===== config.mk =====
export PLATFORM = sky130hd
export DESIGN_NAME = booth4_divider
export DESIGN_NICKNAME = d
export VERILOG_FILES = /design/src/rtl/booth4_divider.sv
export SDC_FILE = /design/constraint.sdc
export NUM_CORES = 1
export LEC_CHECK = 0
export ABC_AREA = 1
export CORE_MARGIN = 5
export CORE_UTILIZATION = 30
export CTS_CLUSTER_SIZE = 16
export DETAILED_ROUTE_END_ITERATION = 8
export DONT_BUFFER_PORTS = 1
export GPL_TIMING_DRIVEN = 0
export PLACE_DENSITY = 0.5
export REMOVE_ABC_BUFFERS = 1
export SYNTH_ARGS = -nofsm -noshare
export SYNTH_HDL_FRONTEND = slang
export SYNTH_SLANG_ARGS = --single-unit
export TNS_END_PERCENT = 10

===== constraint.sdc =====
create_clock -name clk -period 12 [get_ports clk]
set_input_delay 0 -clock clk [delete_from_list [all_inputs] [get_ports clk]]
set_output_delay 0 -clock clk [all_outputs]
set_load 0.05 [all_outputs]

===== src/rtl/booth4_divider.sv =====
// Sequential restoring divider: one quotient bit per cycle, signed/unsigned operands.
// Optional build macro DIV_FAST_SPECIAL_EN short-cuts divide-by-zero and signed overflow.
module booth4_divider #(
    parameter int DIV_SIZE = 32
) (
    input  logic                clk,
    input  logic                rst,
    input  logic [DIV_SIZE-1:0] in_op1,
    input  logic [DIV_SIZE-1:0] in_op2,
    input  logic                in_op1_signed,
    input  logic                in_op2_signed,
    input  logic                in_valid,
    output logic                in_ready,
    output logic [DIV_SIZE-1:0] out_quo,
    output logic [DIV_SIZE-1:0] out_rem,
    output logic                out_valid,
    input  logic                out_ready
);
    localparam int CNT_W = $clog2(DIV_SIZE) + 1;
    localparam logic [DIV_SIZE-1:0] ONES    = '1;
    localparam logic [DIV_SIZE-1:0] MOST_NEG = {1'b1, {(DIV_SIZE-1){1'b0}}};

    typedef enum logic [1:0] {IDLE, CALC, FIX, DONE} state_t;

    state_t              state_q, state_d;
    logic [CNT_W-1:0]    cnt_q, cnt_d;
    logic [DIV_SIZE-1:0] rem_q, rem_d;
    logic [DIV_SIZE-1:0] quo_q, quo_d;
    logic [DIV_SIZE-1:0] dvs_q, dvs_d;
    logic                quo_neg_q, quo_neg_d;
    logic                rem_neg_q, rem_neg_d;
    logic                dz_q, dz_d;
    logic                ovf_q, ovf_d;
    logic [DIV_SIZE-1:0] out_quo_q, out_quo_d;
    logic [DIV_SIZE-1:0] out_rem_q, out_rem_d;

    logic                sign1, sign2, dz_in, ovf_in;
    logic [DIV_SIZE-1:0] mag1, mag2;
    logic [DIV_SIZE:0]   sh_rem, trial;
    logic [DIV_SIZE-1:0] fix_quo, fix_rem;

    always_comb begin
        sign1  = in_op1[DIV_SIZE-1] & in_op1_signed;
        sign2  = in_op2[DIV_SIZE-1] & in_op2_signed;
        mag1   = sign1 ? -in_op1 : in_op1;
        mag2   = sign2 ? -in_op2 : in_op2;
        dz_in  = (in_op2 == '0);
        ovf_in = sign1 & sign2 & (in_op1 == MOST_NEG) & (in_op2 == ONES);

        // Remainder is always below the divisor, so DIV_SIZE+1 bits hold the shifted value.
        sh_rem = {rem_q, quo_q[DIV_SIZE-1]};
        trial  = sh_rem - {1'b0, dvs_q};

        // With a zero divisor the magnitude path leaves |op1| in rem, and the
        // sign restore below turns that back into the raw dividend.
        fix_quo = quo_neg_q ? -quo_q : quo_q;
        fix_rem = rem_neg_q ? -rem_q : rem_q;
        if (dz_q) begin
            fix_quo = ONES;
        end
        if (ovf_q) begin
            fix_quo = MOST_NEG;
            fix_rem = '0;
        end
    end

    always_comb begin
        state_d   = state_q;
        cnt_d     = cnt_q;
        rem_d     = rem_q;
        quo_d     = quo_q;
        dvs_d     = dvs_q;
        quo_neg_d = quo_neg_q;
        rem_neg_d = rem_neg_q;
        dz_d      = dz_q;
        ovf_d     = ovf_q;
        out_quo_d = out_quo_q;
        out_rem_d = out_rem_q;

        unique case (state_q)
            IDLE: begin
                if (in_valid) begin
                    rem_d     = '0;
                    quo_d     = mag1;
                    dvs_d     = mag2;
                    quo_neg_d = sign1 ^ sign2;
                    rem_neg_d = sign1;
                    dz_d      = dz_in;
                    ovf_d     = ovf_in;
                    cnt_d     = CNT_W'(DIV_SIZE - 1);
                    state_d   = CALC;
`ifdef DIV_FAST_SPECIAL_EN
                    if (dz_in) begin
                        out_quo_d = ONES;
                        out_rem_d = in_op1;
                        state_d   = DONE;
                    end else if (ovf_in) begin
                        out_quo_d = MOST_NEG;
                        out_rem_d = '0;
                        state_d   = DONE;
                    end
`endif
                end
            end
            CALC: begin
                if (!trial[DIV_SIZE]) begin
                    rem_d = trial[DIV_SIZE-1:0];
                    quo_d = {quo_q[DIV_SIZE-2:0], 1'b1};
                end else begin
                    rem_d = sh_rem[DIV_SIZE-1:0];
                    quo_d = {quo_q[DIV_SIZE-2:0], 1'b0};
                end
                if (cnt_q == '0) begin
                    state_d = FIX;
                end else begin
                    cnt_d = cnt_q - CNT_W'(1);
                end
            end
            FIX: begin
                out_quo_d = fix_quo;
                out_rem_d = fix_rem;
                state_d   = DONE;
            end
            DONE: begin
                if (out_ready) begin
                    state_d = IDLE;
                end
            end
            default: state_d = IDLE;
        endcase
    end

    always_ff @(posedge clk or posedge rst) begin
        if (rst) begin
            state_q   <= IDLE;
            cnt_q     <= '0;
            rem_q     <= '0;
            quo_q     <= '0;
            dvs_q     <= '0;
            quo_neg_q <= 1'b0;
            rem_neg_q <= 1'b0;
            dz_q      <= 1'b0;
            ovf_q     <= 1'b0;
            out_quo_q <= '0;
            out_rem_q <= '0;
        end else begin
            state_q   <= state_d;
            cnt_q     <= cnt_d;
            rem_q     <= rem_d;
            quo_q     <= quo_d;
            dvs_q     <= dvs_d;
            quo_neg_q <= quo_neg_d;
            rem_neg_q <= rem_neg_d;
            dz_q      <= dz_d;
            ovf_q     <= ovf_d;
            out_quo_q <= out_quo_d;
            out_rem_q <= out_rem_d;
        end
    end

    assign in_ready  = (state_q == IDLE);
    assign out_valid = (state_q == DONE);
    assign out_quo   = out_quo_q;
    assign out_rem   = out_rem_q;

endmodule

==> results.cfg, run 1 <==
[run_status]
status = finished, final reports clean

[clock_tree]
clock_sinks = 172
htreeDepth = 4
cts_setup_buffers = 0
clk_pin_slew_worst_paths_ns = 0.08
cts_buffers = 17
cts_hold_buf = 83
clockRootBuffer = clkbuf_16
clock_latency_ns = 0.46
clockBufferDepth = 2
cts_resized = 0
cts_tree = built

[worst_setup_path]
startpoint_type = flip-flop
arrival_ns = 5.20
critPathKind = flip-flop to flip-flop
critPathMaxStageDelay_ns = 1.08
cp_data_required_time_ns = 12.37
crit_chain = inv_1, ha_2, inv_2, o21ai_2, inv_2, a21oi_1, o21ai_0, dlygate4sd3_1, o21ai_0
crit_path_end_kind = flip-flop
r2r_setup_slack_ns = 7.17
slowest_stage = o21ai_2
crit_fanout = 64

[timing]
period_share_pct = 40.2
period_needed_ns = 4.83
finalHoldViolCount = 0
finalSetupViolCount = 0
fin_tns_setup_ns = 0
max_slew.worst_pin.slew_ns = 1.29
clock_skew_ns = 0.0177
fmax_ghz = 0.207
maxSlewHeadroom_pct = 14.2
grt_setup_unrepaired = false
setup_ws_ns = 7.17
drv_slew = 0

[floorplan]
fp.dieH_um = 224
die_w_um = 224
dieArea_mm2 = 0.0503
core.rowCount = 78
ios = 136
initial_core_util_pct = 30.3
fp.coreArea_mm2 = 0.0454

[pwr]
leakagePower_nw = 7.97
seq_power_share_pct = 29.6
p_comb_share_pct = 58.9
ir_worst_vdd_mv = 0.168
power_frac_clock_pct = 11.6
power.density_mw_per_mm2 = 318
power_switching_w = 0.00290
intPower_w = 0.00210
swShare_pct = 58.1
p_total_w = 0.00500

[synthesis]
synthArstFlopShare_pct = 100
syn_area_mm2 = 0.0138
synth-edff-count = 0
synth-seq-area-share_pct = 31.3
synth_common_cells = 671 x nand2_1, 321 x inv_1, 235 x nand3_1
synth_cell_types = 53
synthFlopType = dfrtp_1
synthTopCellsByArea = dfrtp_1 31%, nand2_1 18%, inv_1 8.8%
syn_avg_cell_area_um2 = 6.28
yosysTopAreaCell = dfrtp_1
yosysWarnings = 0
synth-seq-cells = 172
yosysTopAreaCellShare_pct = 31.3
yosysMostFrequentCell = nand2_1
netlist_instances = 2191

[detailed_routing]
viasPerCell = 4.93
vias = 14000
drc = 0
first_pass_iters = 5
post_drt_wl_per_cell_um = 17.6
drt-total-wl_um = 50200
drt_iter0_drc = 1031
ant_nets = 0

[global_routing]
overflow = 0
grt_use_total_pct = 19.9
grt_pass1_wl_um = 79100
antenna_found_initial = 0
grt_pass1_vias = 13400
grt_max_degree = 118

[cells_and_area]
syn_to_final_growth_pct = 14.4
fin_cells = 2844
drive_above_1_share_pct = 4.41
final_area_mm2 = 0.0157
antennaDiodeCount = 0
nets = 2346

[placed_design]
io_buffers = 0
place_ws_ns = 6.69
dpl.cell_count = 2729
globalplace.congestion = 0.914
placed_area_mm2 = 0.0143
dp_hpwl_um = 39000

[run]
maxCapViolCount = 0

[hold_path]
hold_class = primary input to flip-flop
[power by group through the flow]
stage | Sequential, W | Combinational, W | Clock, W
floorplan | 0.00135 | 0.00209 | 0
CTS | 0.00148 | 0.00295 | 0.000592
finish | 0.00148 | 0.00294 | 0.000579
global placement | 0.00149 | 0.00287 | 0
global route | 0.00151 | 0.00334 | 0.000616
detailed placement | 0.00150 | 0.00290 | 0
[layout by cell type, fill, tap and decap left out, types with 7 or more instances in the layout]
cell type      count
nor2_1           173
xor2_1            29
ha_1              43
dfrtp_1          171
o21ai_0          156
nand2_1          670
nand3_1          235
xnor2_1           13
a21oi_1          105
nand4_1           32
inv_2             13
nand2_2           20
o211ai_1           9
inv_1            319
dlygate4sd3_1     83
clkbuf_16         17
nand3b_1           7
nor3_1            50
[final cells by class]
cell class / instances / area (um^2)
timing repair buffer: 86 / 898
fill: 5061 / 29600
clock inverter: 12 / 140
clock buffer: 20 / 467
multi-input combinational: 1621 / 7930
tap: 600 / 751
sequential: 172 / 4310
inverter: 333 / 1260
[critical path: cells and delay by family (launching register included)]
family	cells	cell delay, ns
buf+inv	4	2.05
compound gates	4	1.62
flops	1	0.40
fa+ha+maj	1	0.66
[per-layer routing]
metal  wire (um)  share of wire, %  GRT usage (%)  vias up
li1            -                 -              -     7107
met1       23600                47           28.0     6542
met2       23300                46           32.1      319
met3        2290               4.6           3.26       47
met4         971               1.9           4.91        0
met5           0                 0              0        -
[through the flow]
step | hold WS, ns | utilization (%)
finish | 0.00538 | 34.7
detailed placement | -0.0905 | 31.5
floorplan | 0.147 | -
global route | 0.0654 | 34.7
global placement | 0.183 | 31.3
CTS | 0.000206 | 34.7
[cells by family after synthesis]
kind of cell	count (synthesis)	synth area share [%]
buffers and inverters	398	11.3
AOI/OAI and AO/OA	312	12.4
DFF	172	31.3
adders and majority gates	45	4.15
and+or+nand+nor	1222	38.3
xor gates and xnor gates	42	2.67
[sequential cells by signal, indices dropped and copies added (netlist names)]
name,cells
dvs_q,32
out_quo,32
out_rem,32
quo_q,32
rem_q,32
cnt_q,6
state_q,2
dz_q,1
ovf_q,1
quo_neg_q,1
rem_neg_q,1
[final timing paths]
| check | from | endpoint | depth (start not counted) |
|---|---|---|---|
| worst max-delay path | state_q[1] | quo_q[29] | 9 |
| worst min-delay path | in_op2[7] | ovf_q | 6 |
| worst max register to register | state_q[1] | quo_q[29] | 9 |
| worst min register to register | dvs_q[21] | dvs_q[21] | 2 |
| max in group asynchronous | rst | rem_neg_q | 3 |
| min in group asynchronous | rst | out_rem[15] | 2 |
Note: power is estimated with default switching activity, not from simulation.
==> run 2: changes to the inputs <==
Clock period 12 ns to 4.81 ns, I/O delays scaled along.
==> run 2 against run 1 <==
  * Die area unchanged
  * Largest power group unchanged
  * Sequential share of layout area about the same
  * Register-to-register slack got worse by 6.6 ns
  * Cell count about the same
  * Largest cell class unchanged
  * Routed wire length decreased by 0.22%
==> results.cfg, run 2 (synthesis gave the netlist of run 1 again) <==
[placed_design]
place_ws_ns = -0.502
dp_hpwl_um = 39000
globalplace.congestion = 0.914
dpl.cell_count = 2729
io_buffers = 0

[cells_and_area]
antennaDiodeCount = 0
syn_to_final_growth_pct = 14.4
layout_commonest_cell = nand2_1
seq_area_mm2 = 0.00431
drive_above_1_share_pct = 4.46
nets = 2344
multi_input_area_mm2 = 0.00794
fin_cells = 2842
fillCellCount = 5065
layout_common_cells = 670 x nand2_1, 318 x inv_1, 235 x nand3_1

[timing]
finalSetupViolCount = 0
maxSlewHeadroom_pct = 14.0
max_slew.worst_pin.slew_ns = 1.29
period_share_pct = 88.5
fmax_ghz = 0.235
grt_setup_unrepaired = false
clock_skew_ns = 0.0155
setup_ws_ns = 0.552
drv_slew = 0
finalHoldViolCount = 0
period_needed_ns = 4.26

[clock_tree]
cts_buffers = 17
cts_setup_buffers = 0
cts_tree = built
clockRootBuffer = clkbuf_16
clock_sinks = 172
clock_latency_ns = 0.46
clockBufferDepth = 2
htreeDepth = 4
clk_pin_slew_worst_paths_ns = 0.08

[pwr]
seq_power_share_pct = 29.6
power_frac_clock_pct = 11.6
swShare_pct = 58.0
power_switching_w = 0.00723
intPower_w = 0.00523
p_comb_share_pct = 58.8
leakagePower_nw = 7.96
power.density_mw_per_mm2 = 791
ir_worst_vdd_mv = 0.423

[global_routing]
overflow = 0
grt_pass1_wl_um = 79100
antenna_found_initial = 0
grt_max_degree = 118
grt_use_total_pct = 19.9
grt_pass1_vias = 13400

[hold_path]
holdPathStages = 6
hold_path_end = ovf_q
hold_class = primary input to flip-flop
min-delay-start = in_op2[7]

[floorplan]
fp.dieH_um = 224
ios = 136
die_w_um = 224
core.rowCount = 78
fp.coreArea_mm2 = 0.0454
dieArea_mm2 = 0.0503
initial_core_util_pct = 30.3

[worst_setup_path]
r2r_setup_slack_ns = 0.55
cpMostUsedCell = inv_2
crit_chain = inv_1, ha_2, inv_2, o21ai_4, inv_2, a21oi_1, o21ai_0, dlygate4sd3_1, nand2_1
reg2reg_depth = 9
rr_startpoint = state_q[1]
cp_data_required_time_ns = 5.21
startpoint_type = flip-flop
crit_path_end_kind = flip-flop
critPathMaxStageDelay_ns = 0.76
critPathKind = flip-flop to flip-flop
arrival_ns = 4.65
slowest_stage = o21ai_4
crit_fanout = 64
rr_endpoint = quo_q[23]

[detailed_routing]
first_pass_iters = 5
drc = 0
drt-total-wl_um = 50100
post_drt_wl_per_cell_um = 17.6
viasPerCell = 4.92
ant_nets = 0
drt_iter0_drc = 1016
vias = 14000

[run]
maxCapViolCount = 0

[run_status]
status = finished, final reports clean
==> run 2: cell count changes in the layout (fill, tap and decap cells not counted) <==
cell / previous run / this run
inv_1: 319 / 318
o21ai_2: 2 / 1
clkinvlp_4: 3 / 4
dlygate4sd3_1: 83 / 81
o21ai_4: 0 / 1
==> run 2: layout make-up <==
cell class | count | area share [%]
inverters | 333 | 8.01
repair buffers | 84 | 5.58
multi-input cells | 1621 | 50.4
flip-flops and latches | 172 | 27.4
well taps | 600 | 4.77
clock buffers | 20 | 2.97
clock inverters | 12 | 0.890
==> run 2: metal layers <==
layer | share of wire (%) | up-vias | routed length, um | GRT usage, %
li1 | - | 7097 | - | -
met1 | 47 | 6507 | 23400 | 28.0
met2 | 46 | 313 | 23200 | 32.1
met3 | 4.9 | 56 | 2480 | 3.28
met4 | 2.0 | 0 | 992 | 4.91
met5 | 0 | - | 0 | 0
==> run 2: repair_timing <==
item	in CTS	in global routing
hold buffers	81	0
resized for setup	3	0
endpoints found under the hold margin	228	0
endpoints found under the setup margin	27	0
==> run 2: worst max-delay path: cells and delay by family (launching register included) <==
family / cells / cell delay, ns
AO/OA/AOI/OAI: 3 / 1.16
buffers and inverters: 4 / 1.89
adder cells (fa/ha/maj): 1 / 0.67
AND/OR/NAND/NOR: 1 / 0.06
flip-flops: 1 / 0.40
==> run 2: metrics by stage <==
| step | setup TNS [ns] | cell area, um^2 | hold slack [ns] | power (W) | util, % |
|---|---|---|---|---|---|
| 2_1_floorplan | 0 | 13500 | 0.147 | 0.00858 | - |
| 3_3_place_gp | -430.28 | 14200 | 0.183 | 0.0109 | 31.3 |
| 3_5_place_dp | -3.33 | 14300 | -0.0905 | 0.0110 | 31.5 |
| 4_1_cts | 0 | 15700 | 0.000206 | 0.0125 | 34.7 |
| 5_1_grt | 0 | 15700 | 0.0654 | 0.0136 | 34.7 |
| 6_report | 0 | 15700 | 0.00637 | 0.0125 | 34.7 |
==> run 2: how the worst max path moves through the flow <==
stage	slack, ns	startpoint	to	cells past startpoint
5_1_grt	0.13	state_q[1]	quo_q[23]	9
4_1_cts	0.05	state_q[0]	quo_q[25]	9
3_5_place_dp	-0.50	state_q[1]	cnt_q[5]	10
6_report	0.55	state_q[1]	quo_q[23]	9
3_3_place_gp	-2.17	rst	dvs_q[20]	1
2_1_floorplan	0.15	rst	cnt_q[0]	1
==> run 2: power groups by stage <==
| stage | Combinational, W | Sequential [W] | Clock, W |
|---|---|---|---|
| after floorplan | 0.00521 | 0.00337 | 0 |
| after global placement | 0.00715 | 0.00372 | 0 |
| after detailed placement | 0.00722 | 0.00373 | 0 |
| after CTS | 0.00736 | 0.00370 | 0.00148 |
| after global routing | 0.00833 | 0.00377 | 0.00154 |
| final | 0.00732 | 0.00368 | 0.00145 |
==> run 3: changes to the inputs <==
Settings changed: CTS_BUF_LIST from default to sky130_fd_sc_hd__clkbuf_8, GPL_TIMING_DRIVEN 0 to default.
==> run 3 against run 2 <==
  * Cell count is 1.7% higher
  * Total power shrank 1.7%
  * Flip-flop and latch count did not move
  * Critical path type unchanged
==> results.cfg, run 3 (synthesis gave the netlist of run 1 again) <==
[detailed_routing]
routed-wl-met3_um = 2420
first_pass_iters = 6
wl_met2_um = 23100
wl_met1_um = 23600
drt-total-wl_um = 50100
ant_nets = 0
drt_iter0_drc = 1080
post_drt_wl_per_cell_um = 17.3
dr.max_layer_used = met4
vias = 14100
viasPerCell = 4.88
drc = 0

[clock_tree]
cts_buffers = 17
cts_setup_buffers = 0
clockRootBuffer = clkbuf_8
clock_latency_ns = 0.50
cts_resized = 0
clk_pin_slew_worst_paths_ns = 0.11
htreeDepth = 4
clock_sinks = 172
cts_tree = built
clockBufferDepth = 2

[global_routing]
overflow = 0
antenna_found_initial = 0
grt_pass1_vias = 13500
grt_use_total_pct = 19.5
grt_pass1_wl_um = 78100
grt_max_degree = 173

[timing]
max_slew.worst_pin.slew_ns = 1.17
period_needed_ns = 3.96
fin_tns_setup_ns = 0
drv_slew = 0
clock_skew_ns = 0.0186
period_share_pct = 82.3
fmax_ghz = 0.253
whs_ns = 0.0277
finalHoldViolCount = 0
finalSetupViolCount = 0
maxSlewHeadroom_pct = 21.9
grt_setup_unrepaired = false

[floorplan]
die_w_um = 224
core.rowCount = 78
dieArea_mm2 = 0.0503
initial_core_util_pct = 30.3
ios = 136
fp.dieH_um = 224
fp.coreArea_mm2 = 0.0454

[worst_setup_path]
startpoint_type = flip-flop
crit_path_end_kind = flip-flop
critPathKind = flip-flop to flip-flop
arrival_ns = 4.36
cp_data_required_time_ns = 5.21
crit_fanout = 36

[placed_design]
globalplace.congestion = 0.901
dp_hpwl_um = 38900
io_buffers = 0

[cells_and_area]
fillCellCount = 4928
layout_commonest_cell = nand2_1
syn_to_final_growth_pct = 15.9
nets = 2391
antennaDiodeCount = 0
layout_common_cells = 671 x nand2_1, 320 x inv_1, 235 x nand3_1
drive_above_1_share_pct = 4.50

[hold_path]
hold_class = primary input to flip-flop

[run_status]
status = finished, final reports clean

[pwr]
ir_worst_vdd_mv = 0.361
p_total_w = 0.0122
leakagePower_nw = 8.08
power.density_mw_per_mm2 = 768

[run]
maxCapViolCount = 0
-- run 3: final cells by class --
type	count	area (um^2)	share of cell area [%]
multi-input combinational	1621	7920	49.7
sequential	172	4300	27.0
timing repair buffer	131	1300	8.13
inverter	333	1250	7.87
tap	600	751	4.71
clock buffer	17	234	1.47
clock inverter	15	186	1.17
-- run 3: per-stage QoR --
step / utilization (%) / instances / cell area [um^2] / worst slack (ns)
2_1_floorplan: - / 2126 / 13500 / 0.150
3_3_place_gp: 31.6 / 2737 / 14300 / 1.08
3_5_place_dp: 31.6 / 2737 / 14300 / 0.986
4_1_cts: 35.1 / 2889 / 15900 / 0.824
5_1_grt: 35.1 / 2889 / 15900 / 0.532
6_report: 35.1 / 2889 / 15900 / 0.851
-- run 3: path summary, 6_finish.rpt --
path | from | depth (start not counted) | slack [ns] | endpoint
setup / recovery | state_q[1] | 10 | 0.85 | quo_q[11]
hold / removal | in_op2[9] | 4 | 0.03 | dvs_q[10]
setup reg to reg | state_q[1] | 10 | 0.85 | quo_q[11]
hold reg to reg | dvs_q[10] | 2 | 0.50 | dvs_q[10]
max in group asynchronous | rst | 3 | 3.74 | dz_q
min in group asynchronous | rst | 3 | 0.08 | out_rem[15]
-- run 3: per-layer routing --
metal / up-vias / global-route usage [%]
met5: - / 0
met4: 0 / 4.71
met3: 49 / 3.50
met2: 310 / 32.0
met1: 6541 / 27.0
li1: 7201 / -
-- run 3: critical path, cell delays in order, from the launching register on --
cell and delay (ns):
dfrtp_1 0.42, inv_1 0.11, ha_1 0.16, buf_4 0.35
inv_2 0.34, o21ai_2 0.97, inv_2 0.51, a21oi_1 0.25
o21ai_0 0.09, dlygate4sd3_1 0.55, o21ai_0 0.07
-- run 3: power by group --
| group | switching, W | internal [W] | total (W) |
|---|---|---|---|
| clock | 0.000614 | 0.000525 | 0.00114 |
| combinational | 0.00506 | 0.00243 | 0.00749 |
| sequential | 0.00152 | 0.00209 | 0.00361 |
| total | 0.00720 | 0.00505 | 0.0122 |
-- run 3: what timing repair did --
item	CTS	global route
hold buffers	120	0
endpoints found under the setup margin	0	0
hold endpoints to repair	241	0
